[config.mk]
export PLATFORM = sky130hd
export DESIGN_NAME = marquee_ctrl
export DESIGN_NICKNAME = d
export VERILOG_FILES = /design/src/rtl/marquee_pkg.sv /design/src/rtl/marquee_ctrl_tick_gen.sv /design/src/rtl/marquee_ctrl.sv
export SDC_FILE = /design/constraint.sdc
export NUM_CORES = 1
export LEC_CHECK = 0
export ABC_AREA = 0
export BUFFER_PORTS_ARGS = -buffer_cell sky130_fd_sc_hd__buf_2
export CAP_MARGIN = 20
export CORE_MARGIN = 2
export CORE_UTILIZATION = 56
export DETAILED_ROUTE_END_ITERATION = 8
export PLACE_DENSITY_LB_ADDON = 0.12
export SLEW_MARGIN = 25
export SYNTH_ARGS = -nofsm -noshare
export SYNTH_HDL_FRONTEND = slang
export SYNTH_SLANG_ARGS = --single-unit
[constraint.sdc]
create_clock -name sys_clk -period 4.9 [get_ports sys_clk]
set_clock_uncertainty 0.2 [all_clocks]
set_input_delay 0.245 -clock sys_clk [delete_from_list [all_inputs] [get_ports sys_clk]]
set_output_delay 0.245 -clock sys_clk [all_outputs]
set_load 0.02 [all_outputs]
[src/rtl/marquee_pkg.sv]
// Shared encodings for the marquee scroll controller: FSM states and scroll modes.
package marquee_pkg;

  typedef enum logic [1:0] {
    ST_IDLE  = 2'd0,
    ST_RUN   = 2'd1,
    ST_PAUSE = 2'd2
  } state_t;

  typedef enum logic [1:0] {
    MODE_WRAP_L = 2'd0,
    MODE_WRAP_R = 2'd1,
    MODE_BOUNCE = 2'd2
  } mode_t;

  // The reserved code 11 behaves like wrap-left.
  function automatic mode_t decode_mode(input logic [1:0] m);
    case (m)
      2'b01:   return MODE_WRAP_R;
      2'b10:   return MODE_BOUNCE;
      default: return MODE_WRAP_L;
    endcase
  endfunction

endpackage

[src/rtl/marquee_ctrl_tick_gen.sv]
// Scroll-tick prescaler: counts 0..DIV-1 while run is high, flags the last count.
module tick_gen #(
  parameter int DIV = 4
) (
  input  logic sys_clk,
  input  logic sys_rst_n,
  input  logic clr,
  input  logic run,
  output logic tick
);

  localparam int W = $clog2(DIV);

  logic [W-1:0] cnt;
  logic         last;

  assign last = (cnt == W'(DIV - 1));
  assign tick = run && last;

  // Free-running divider; held at zero whenever the controller is idle.
  always_ff @(posedge sys_clk or negedge sys_rst_n) begin
    if (!sys_rst_n)  cnt <= '0;
    else if (clr)    cnt <= '0;
    else if (run)    cnt <= last ? '0 : cnt + 1'b1;
  end

endmodule

[src/rtl/marquee_ctrl.sv]
// Marquee scroll controller: paces a digit-shift datapath in wrap-left,
// wrap-right or bounce mode. Define MARQUEE_CTRL_PAUSE_EN to hold PAUSE_TICKS
// ticks at each bounce end; otherwise bounce reverses without stopping.
module marquee_ctrl
  import marquee_pkg::*;
#(
  parameter int N           = 32,
  parameter int WIDTH       = 4,
  parameter int TICK_DIV    = 50_000_000,
  parameter int PAUSE_TICKS = 2
) (
  input  logic                           sys_clk,
  input  logic                           sys_rst_n,
  input  logic                           start,
  input  logic                           stop,
  input  logic [1:0]                     mode,
  output logic                           step_en,
  output logic                           dir,
  output logic [$clog2(N/WIDTH)-1:0]     pos,
  output logic                           busy,
  output logic [1:0]                     state
);

  localparam int STEPS = N / WIDTH;
  localparam int PW    = $clog2(STEPS);
  localparam int CW    = $clog2(PAUSE_TICKS + 1);

  state_t         st_q, st_n;
  mode_t          mode_q, mode_n;
  logic [PW-1:0]  pos_n, pos_adv;
  logic [CW-1:0]  pcnt_q, pcnt_n;
  logic           dir_n, step_n, at_end;
  logic           tick, clr, run;

  assign run   = (st_q != ST_IDLE);
  assign clr   = (st_q == ST_IDLE);
  assign state = st_q;

  tick_gen #(.DIV(TICK_DIV)) u_tick (
    .sys_clk   (sys_clk),
    .sys_rst_n (sys_rst_n),
    .clr       (clr),
    .run       (run),
    .tick      (tick)
  );

  // Next position with wraparound; at_end marks the bounce turn-around point.
  always_comb begin
    pos_adv = pos;
    if (!dir) pos_adv = (pos == PW'(STEPS - 1)) ? '0 : pos + 1'b1;
    else      pos_adv = (pos == '0) ? PW'(STEPS - 1) : pos - 1'b1;
    at_end  = dir ? (pos_adv == '0) : (pos_adv == PW'(STEPS - 1));
  end

  // FSM next-state and next registered-output values.
  always_comb begin
    st_n   = st_q;
    mode_n = mode_q;
    pos_n  = pos;
    dir_n  = dir;
    step_n = 1'b0;
    pcnt_n = pcnt_q;
    case (st_q)
      ST_IDLE: begin
        if (start && !stop) begin
          st_n   = ST_RUN;
          mode_n = decode_mode(mode);
          pos_n  = '0;
          dir_n  = (decode_mode(mode) == MODE_WRAP_R);
          pcnt_n = '0;
        end
      end
      ST_RUN: begin
        if (stop) begin
          st_n = ST_IDLE;
        end else if (tick) begin
          step_n = 1'b1;
          pos_n  = pos_adv;
          if (mode_q == MODE_BOUNCE && at_end) begin
            dir_n = ~dir;
`ifdef MARQUEE_CTRL_PAUSE_EN
            st_n   = ST_PAUSE;
            pcnt_n = '0;
`else
            st_n   = ST_RUN;
`endif
          end
        end
      end
      ST_PAUSE: begin
        if (stop) begin
          st_n = ST_IDLE;
        end else if (tick) begin
          if (pcnt_q == CW'(PAUSE_TICKS - 1)) begin
            st_n   = ST_RUN;
            pcnt_n = '0;
          end else begin
            pcnt_n = pcnt_q + 1'b1;
          end
        end
      end
      default: st_n = ST_IDLE;
    endcase
  end

  // State and output registers; all outputs come straight from flops.
  always_ff @(posedge sys_clk or negedge sys_rst_n) begin
    if (!sys_rst_n) begin
      st_q    <= ST_IDLE;
      mode_q  <= MODE_WRAP_L;
      pos     <= '0;
      dir     <= 1'b0;
      step_en <= 1'b0;
      busy    <= 1'b0;
      pcnt_q  <= '0;
    end else begin
      st_q    <= st_n;
      mode_q  <= mode_n;
      pos     <= pos_n;
      dir     <= dir_n;
      step_en <= step_n;
      busy    <= (st_n != ST_IDLE);
      pcnt_q  <= pcnt_n;
    end
  end

endmodule

Word level (Yosys, flattened, before mapping)
Cells that the tools add are included.

Flip-flop bits (word level): 38. Input port bits: 6. Output and inout port bits: 8. Logic and storage cells: 80.

Add/subtract/negate cells: 4. Equal/unequal tests: 16. Muxes and demuxes: 35. Bitwise gates (word level): 1. Reductions and logical operators: 16.

Operators by type and width (count): two-way mux 26 bit (3); adder 26 x 1 -> 26 bit (second input constant) (1); == test 26 bit (second input constant) (1); two-way mux 2 bit (13); two-way mux 3 bit (6); inequality test 2 bit (second input constant) (5); nonzero test 2 bit (5); == test 2 x 1 -> 1 bit (second input constant) (4); two-way mux 1 bit (8); one-hot mux 2 bit (2 select lines) (2); AND reduction 4 bit (2); == test 2 bit (second input constant) (3); == test 3 bit (second input constant) (2); logical NOT 3 bit (2); one-hot mux 2 bit (3 select lines) (1); one-hot mux 3 bit (2 select lines) (1); AND reduction 5 bit (1); adder 3 x 1 -> 3 bit (second input constant) (1); logical AND 1 bit (3); subtractor 3 x 1 -> 3 bit (second input constant) (1); adder 2 x 1 -> 2 bit (second input constant) (1); logical NOT 2 bit (1); inequality test 2 x 1 -> 1 bit (second input constant) (1); one-hot mux 1 bit (2 select lines) (1); 3 further kinds (3).

Depth between registers and ports, before layout
Gate-level depths: netlist of run 1.

Depth after elaboration: 11. Gate-level depth with buffers: 6. Gate-level depth less buffers: 6.

Hierarchy
From an unflattened synthesis of run 1, not the netlist that was laid out.

Cells, all modules: 246. Area total of the unflattened synthesis: 2275.9 um^2.

By module, submodules not included: tick_gen (instances 1, cells each 173, area each 1551.5 um^2); marquee_ctrl (instances 1, cells each 73, area each 724.4 um^2).

Least setup slack after synthesis of run 1
Ideal clock, no wire load.

Kind: flip-flop to flip-flop. Start: reg pos[0]. End: reg dir. Library setup time: 0.123 ns. Data arrival time: 1.900 ns. Data required time: 4.577 ns. Path slack: 2.677 ns. Cell stages (with the launch flop): 7. Path buffers: 0. Cells stage by stage: dfrtp_1 -> ha_1 -> ha_1 -> nor4b_1 -> a211oi_1 -> a211o_1 -> o221a_2.

Word-level cells in the longest chain between the ends: 8. Elaborated cells on any way between the ends: 13. Those cells by class: 2 x add/sub; 3 x eq/ne; 4 x mux; 4 x reduce/logical.

Ends and longest elaborated chain: from (decl) (RTL line marquee_ctrl.sv:19) `output logic [$clog2(N/WIDTH)-1:0] pos,`; from (signal assigned) (RTL line marquee_ctrl.sv:119) `pos <= pos_n;`; adder 3 x 1 -> 3 bit, or another cell as far along (RTL line marquee_ctrl.sv:50) `if (!dir) pos_adv = (pos == PW'(STEPS - 1)) ? '0 : pos + 1'b1;`; two-way mux 3 bit, on equally long branches (RTL line marquee_ctrl.sv:50, marquee_ctrl.sv:51); two-way mux 3 bit * (RTL line marquee_ctrl.sv:50); == test 3 bit or logical NOT 3 bit (tied branches) (RTL line marquee_ctrl.sv:52) `at_end = dir ? (pos_adv == '0) : (pos_adv == PW'(STEPS - 1));`; two-way mux 1 bit * (RTL line marquee_ctrl.sv:52); logical AND 1 bit * (RTL line marquee_ctrl.sv:79) `if (mode_q == MODE_BOUNCE && at_end) begin`; inequality test 2 bit (no source line) *; AND reduction 5 bit (no source line) *; to (signal assigned) (RTL line marquee_ctrl.sv:120) `dir <= dir_n;`; to (decl) (RTL line marquee_ctrl.sv:18) `output logic dir,`.

Every way passes the cells marked *; elsewhere a longest branch is shown, timed or not. A chain may end at the register's enable or synchronous reset.

Worst setup path in the final report of run 1
Start: reg u_tick.cnt[0]. End: reg u_tick.cnt[11].

Word-level cells in the longest chain between the ends: 4. Elaborated cells on any way between the ends: 5. Those cells by class: 1 x add/sub; 1 x eq/ne; 3 x mux.

Ends and longest elaborated chain: from (decl) (RTL line marquee_ctrl_tick_gen.sv:14) `logic [W-1:0] cnt;`; from (signal assigned) (RTL line marquee_ctrl_tick_gen.sv:24) `else if (run) cnt <= last ? '0 : cnt + 1'b1;`; adder 26 x 1 -> 26 bit or == test 26 bit (tied branches) (RTL line marquee_ctrl_tick_gen.sv:24, marquee_ctrl_tick_gen.sv:17); two-way mux 26 bit * (2 in a row) (RTL line marquee_ctrl_tick_gen.sv:24); two-way mux 26 bit * (RTL line marquee_ctrl_tick_gen.sv:23) `else if (clr) cnt <= '0;`.

Every way passes the cells marked *; elsewhere a longest branch is shown, timed or not. The select of a mux whose other input is x is not followed.

==> results_dict.tcl, run 1 <==
set metrics [dict create \
    outcome "finished, final reports clean" \
    yosys-top-cells-area "dfrtp_1, a21oi_1, xor2_1" \
    crit_family "simple AND/OR/NAND/NOR gates" \
    drive_gt1_share_pct 11.0 \
    nets 246 \
    cp_slowest_cell "or4_4" \
    min_path_type "input pin to register" \
    numCtsBuffers 5 \
    tightestPinTransition_ns 0.836 \
    dp_hpwl_mm 3.11 \
    dr.first_iter.drc_count 110 \
    wl_per_cell_um 15.8 \
    drcViolationCount 0 \
    maxCapViolations 0 \
    cts_resized 0 \
    postSynthCellCount 224 \
    synth_seq_area_share_pct 44.5 \
    dieArea_um2 4320 \
    synth_nets 235 \
    synth_xor_area_share_pct 4.92 \
    synth_area_per_cell_um2 9.53 \
    gr-total-overflow 0 \
    synth.most_common_cell "dfrtp_1" \
    cp-end-kind "register" \
    ys_async_sr_fraction_pct 100 \
    wl_met3_um 188 \
    synthTopCellsByCount "dfrtp_1, nor2_1, a21oi_1, nand2_1, nand3_1" \
    antenna_found_initial 0 \
    ios 14 \
    std_cell_rows 22 \
    rsz0062_at_grt "false" \
    synth_flop_cell "dfrtp_1" \
    synth-compound-area-share_pct 13.1 \
    dr_wl_met2_mm 2.20 \
    grt_pass1_wl_mm 7.87 \
    htree_levels 2 \
    area_delta_synth_final_pct 9.14 \
    start_util_pct 58.3 \
    routed_wl_mm 4.48 \
    clock-sinks 38 \
    fin_crit_sh_pct 49.3 \
    top_layer "met4" \
    place_inst 274 \
    track_usage_pct 23.9 \
    diodes 0 \
    arrival_ns 2.36 \
    io_buffers 13 \
    cts_setup_buffers 0 \
    p_clk_share_pct 37.2 \
    synth.cell_area_um2 2130 \
    cpPeakStageDelay_ns 0.59 \
    fmax_mhz 414 \
    insertion_delay_ns 0.29 \
    vdd_drop_max_v 0.000192 \
    synth_top_area_cell "dfrtp_1" \
    synth_top_family_by_area "simple AND/OR/NAND/NOR gates" \
    fin_cells 284 \
    synthAdderAreaFrac_pct 2.93 \
    power_frac_comb_pct 6.8 \
    synth_edf_count 0 \
    wirelength_met1_mm 2.02 \
    crit_fanout 25 \
    ys_types 45 \
    startpoint_type "register" \
    setup-tns-final_ns 0 \
    grt_pass1_vias 1722 \
    setup-violations-final 0 \
    vias_per_cell 6.16 \
    finalHoldViolCount 0 \
    power.switching_mw 0.142 \
    worstSetupPathType "register to register" \
    gp_congestion 0.811 \
    cp.buffers_inverters 0 \
    yosys.area_share.simple_pct 29.0 \
    core_area_um2 3660 \
    cts_hold_buf 2 \
    clk_pin_slew_ns 0.07 \
    grt_max_degree 39 \
    first_pass_iters 4 \
    cts_tree "built" \
    critical_path_required_ns 4.84 \
    root_buffer "clkbuf_8" \
    muxShareOfSynthArea_pct 2.34 \
    period_minus_slack_ns 2.42 \
    p_int_mw 0.449 \
    drv_slew 0 \
    ys_warn_count 0 \
    pwr-share-seq_pct 56.0 \
    synth-seq-cells 38 \
    power.density_nw_per_um2 254 \
    vias 1750 \
    yosysTopAreaCellShare_pct 44.5 \
    p_sw_share_pct 24.1 \
    die_h_um 65.7 \
    die_w_um 65.7 \
    ant_nets 0 \
    p_leak_nw 0.972 \
    cts.path.max_buffers 2 \
    crit_chain "ha_1 -> nand4_2 -> or4_4 -> o22ai_4 -> nor2_1" \
    relSlewSlack_pct 44.3 \
]
## worst paths after layout
| kind | from | to | slack (ns) | depth (start not counted) |
|---|---|---|---|---|
| min in group asynchronous | sys_rst_n | pos[0] | 0.39 | 2 |
| max in group asynchronous | sys_rst_n | u_tick.cnt[14] | 3.58 | 2 |
| worst min register to register | u_tick.cnt[0] | u_tick.cnt[0] | 0.29 | 1 |
| worst min-delay path | mode[1] | mode_q[1] | 0.02 | 3 |
| worst max register to register | u_tick.cnt[0] | u_tick.cnt[11] | 2.48 | 5 |
| worst max-delay path | u_tick.cnt[0] | u_tick.cnt[11] | 2.48 | 5 |
## state kept, by name (all words and copies together) (netlist names)
name	cells
mode_q	2
pcnt_q	2
pos	3
dir	1
busy	1
step_en	1
state	2
u_tick.cnt	26
## worst reg2reg max path, cell delays in order (launching register included)
cell and delay, ns:
dfrtp_1 0.39, ha_1 0.26, nand4_2 0.16, or4_4 0.59, o22ai_4 0.56, nor2_1 0.12
## metal layers
metal | up-vias | global-route usage [%]
met5 | - | 0
met4 | 0 | 8.07
met3 | 9 | 5.14
met2 | 43 | 40.7
met1 | 848 | 30.0
li1 | 850 | -
## through the flow
step                setup WS [ns]  cell area (µm²)  power (mW)  util, %  hold WS (ns)
finish                       2.48             2330       0.591     63.6        0.0214
detailed placement           2.25             2210       0.376     60.4         0.197
floorplan                    2.68             2130       0.359        -        -0.251
global placement             2.34             2210       0.373     60.4         0.183
global route                 2.31             2330       0.617     63.6        0.0201
CTS                          2.23             2320       0.598     63.4        0.0104
## power groups by stage
stage	registers [mW]	logic, mW	clock network (mW)
after detailed placement	0.337	0.0393	0
after CTS	0.330	0.0407	0.227
final	0.331	0.0404	0.220
after global routing	0.332	0.0449	0.240
after global placement	0.335	0.0381	0
after floorplan	0.334	0.0248	0
## cell families after synthesis
logic type / after synthesis
AO/OA/AOI/OAI: 43
XOR/XNOR: 12
adder cells (fa/ha/maj): 5
buffers and inverters: 16
flip-flops: 38
multiplexers: 5
AND/OR/NAND/NOR: 105
## placed cells by master (no fill, tap or decap), types with 3 or more instances in the layout
cell      instances
or4_1             7
nand3_1          11
xor2_1            9
o31ai_1           8
nor2b_1           4
clkbuf_8          6
ha_1              5
a21oi_1          16
nor4_1            4
nand4_1           8
nor2_1           19
o21ai_0           8
nand2b_1          5
dfrtp_1          38
and4_1            8
and2_1            4
or3_1             5
xnor2_1           3
inv_1             5
mux2i_1           5
nand2_1          16
buf_2            13
## cell type report
cell class | instances | area, µm²
sequential | 38 | 951
multi-input combinational | 170 | 1120
tap | 48 | 60.1
fill | 292 | 1330
timing repair buffer | 15 | 85.1
clock buffer | 7 | 86.3
inverter | 5 | 18.8
clock inverter | 1 | 5.00
Power figures use the tool's default switching activity.
==> run 2, diff against run 1 <==
Clock period 4.9 ns to 2.5 ns, I/O delays scaled along.
==> run 2 against run 1 <==
Against the previous run: routed wire length is 2.1% higher; hold slack better by 0.25 ns; first-iteration DRC count is 2.7% lower; global-route usage is 0.29 points higher; register-to-register slack worse by 2.3 ns; via count is 3.4% higher; fmax is 3.7% higher; clock power is 80% higher; critical path depth stayed put; utilization is 1.6 points higher; largest power group unchanged; highest routed layer unchanged.
==> results_dict.tcl, run 2 (same netlist as run 1, synthesis figures left out) <==
set metrics [dict create \
    outcome "finished, final reports clean" \
    fin_worst_hold_slack_ns 0.267 \
    core_area_um2 3660 \
    finalPower_mw 1.13 \
    startpoint_type "register" \
    start_util_pct 58.3 \
    wl_met3_um 168 \
    p_leak_nw 0.997 \
    final_common_cell "dfrtp_1" \
    cts_hold_buf 7 \
    power.density_nw_per_um2 474 \
    worst_path_most_repeated_cell "or4_4" \
    gr-total-overflow 0 \
    wl_per_cell_um 15.7 \
    track_usage_pct 24.2 \
    vias_per_cell 6.20 \
    tightestPinTransition_ns 0.858 \
    worstSetupPathType "register to register" \
    htree_levels 2 \
    routed_wl_mm 4.57 \
    placed_cell_area_um2 2240 \
    crit_start "u_tick.cnt[0]" \
    insertion_delay_ns 0.29 \
    dieArea_um2 4320 \
    top_layer "met4" \
    cp.buffers_inverters 0 \
    clock-sinks 38 \
    cp-end-kind "register" \
    nets 255 \
    dr.first_iter.drc_count 107 \
    mostFrequentLayoutCells "dfrtp_1, nor2_1, nand2_1, a21oi_1, buf_2" \
    top_register "u_tick.cnt" \
    numCtsBuffers 5 \
    drive_gt1_share_pct 11.5 \
    cts_resized 0 \
    crit_chain "ha_1 -> nand4_2 -> or4_4 -> or4_4 -> a21oi_2" \
    vdd_drop_max_v 0.000338 \
    antenna_found_initial 0 \
    power_frac_comb_pct 7.8 \
    fmax_mhz 429 \
    arrival_ns 2.35 \
    critical_path_required_ns 2.52 \
    grt_max_degree 39 \
    pwr-share-seq_pct 57.4 \
    min_path_type "input pin to async pin" \
    dp_hpwl_mm 3.15 \
    cts.path.max_buffers 2 \
    cp_slowest_cell "or4_4" \
    relSlewSlack_pct 42.8 \
    p_clk_share_pct 34.9 \
    ant_nets 0 \
    cts_tree "built" \
    reg2reg_slack_ns 0.17 \
    largest_reg_flops 26 \
    area_delta_synth_final_pct 11.8 \
    grt_pass1_vias 1808 \
    diodes 0 \
    finalHoldViolCount 0 \
    p_int_mw 0.857 \
    endpoint "u_tick.cnt[24]" \
    die_h_um 65.7 \
    fin_util_pct 65.2 \
    fin_area_um2 2390 \
    crit_fanout 4 \
    fin_crit_sh_pct 93.2 \
    setup-tns-final_ns 0 \
    period_minus_slack_ns 2.33 \
    p_sw_share_pct 24.2 \
    worstReg2RegEnd "u_tick.cnt[24]" \
    drv_slew 0 \
    io_buffers 13 \
    wirelength_met1_mm 1.99 \
    crit_family "simple AND/OR/NAND/NOR gates" \
    gp_congestion 0.828 \
    maxCapViolations 0 \
    setup-violations-final 0 \
    dr_wl_met2_mm 2.28 \
    grt_pass1_wl_mm 7.94 \
    die_w_um 65.7 \
    clk_pin_slew_ns 0.07 \
    ios 14 \
    cpPeakStageDelay_ns 0.58 \
    r2r_start "u_tick.cnt[0]" \
    power.switching_mw 0.274 \
    top_regs "u_tick.cnt x26, pos x3" \
    cts_setup_buffers 0 \
    cp.depth 5 \
    rr_worst_depth 5 \
    std_cell_rows 22 \
    first_pass_iters 4 \
    rsz0062_at_grt "false" \
    root_buffer "clkbuf_8" \
    vias 1810 \
    drcViolationCount 0 \
]
==> run 2: cell types whose count changed in the layout (fill, tap and decap cells not counted) <==
cell and delta:
clkbuf_1 +1, buf_4 +4, o22ai_2 +1, clkinv_2 -1, clkbuf_8 -1, o22ai_4 -1, dlygate4sd3_1 +5
==> run 2: layout make-up <==
class | count | area (µm²)
fill | 305 | 1270
tap | 48 | 60.1
sequential | 38 | 951
clock buffer | 7 | 76.3
inverter | 5 | 18.8
timing repair buffer | 24 | 165
multi-input combinational | 170 | 1120
==> run 2: how the worst min path moves through the flow <==
stage,start,slack [ns],to,depth (start not counted)
final,sys_rst_n,0.27,pos[1],2
after global routing,u_tick.cnt[0],0.32,u_tick.cnt[0],1
after CTS,u_tick.cnt[0],0.29,u_tick.cnt[0],1
after detailed placement,sys_rst_n,0.08,pos[2],1
after global placement,sys_rst_n,0.07,pos[2],1
after floorplan,sys_rst_n,-0.37,busy,0
==> run 2: worst reg2reg max path, delay by kind of cell (launching register included) <==
family | cells | cell delay (ns)
AND/OR/NAND/NOR | 3 | 1.27
flip-flops | 1 | 0.39
adder cells (fa/ha/maj) | 1 | 0.25
AO/OA/AOI/OAI | 1 | 0.15
==> run 2: power by group through the flow <==
stage / clock, mW / combinational [mW] / sequential [mW]
global placement: 0 / 0.0781 / 0.658
finish: 0.395 / 0.0877 / 0.649
floorplan: 0 / 0.0487 / 0.655
CTS: 0.404 / 0.0897 / 0.648
global route: 0.431 / 0.0995 / 0.650
detailed placement: 0 / 0.0811 / 0.660
==> run 2: routing by layer <==
metal  vias up  global-route usage (%)
li1        873                       -
met1       877                    28.6
met2        44                    40.0
met3        16                    5.14
met4         0                    14.8
met5         -                       0
==> run 2: stage by stage <==
stage / setup slack, ns / instances
2_1_floorplan: 0.277 / 224
4_1_cts: 0.183 / 292
3_5_place_dp: 0.197 / 278
5_1_grt: 0.0729 / 292
3_3_place_gp: 0.281 / 278
6_report: 0.170 / 292
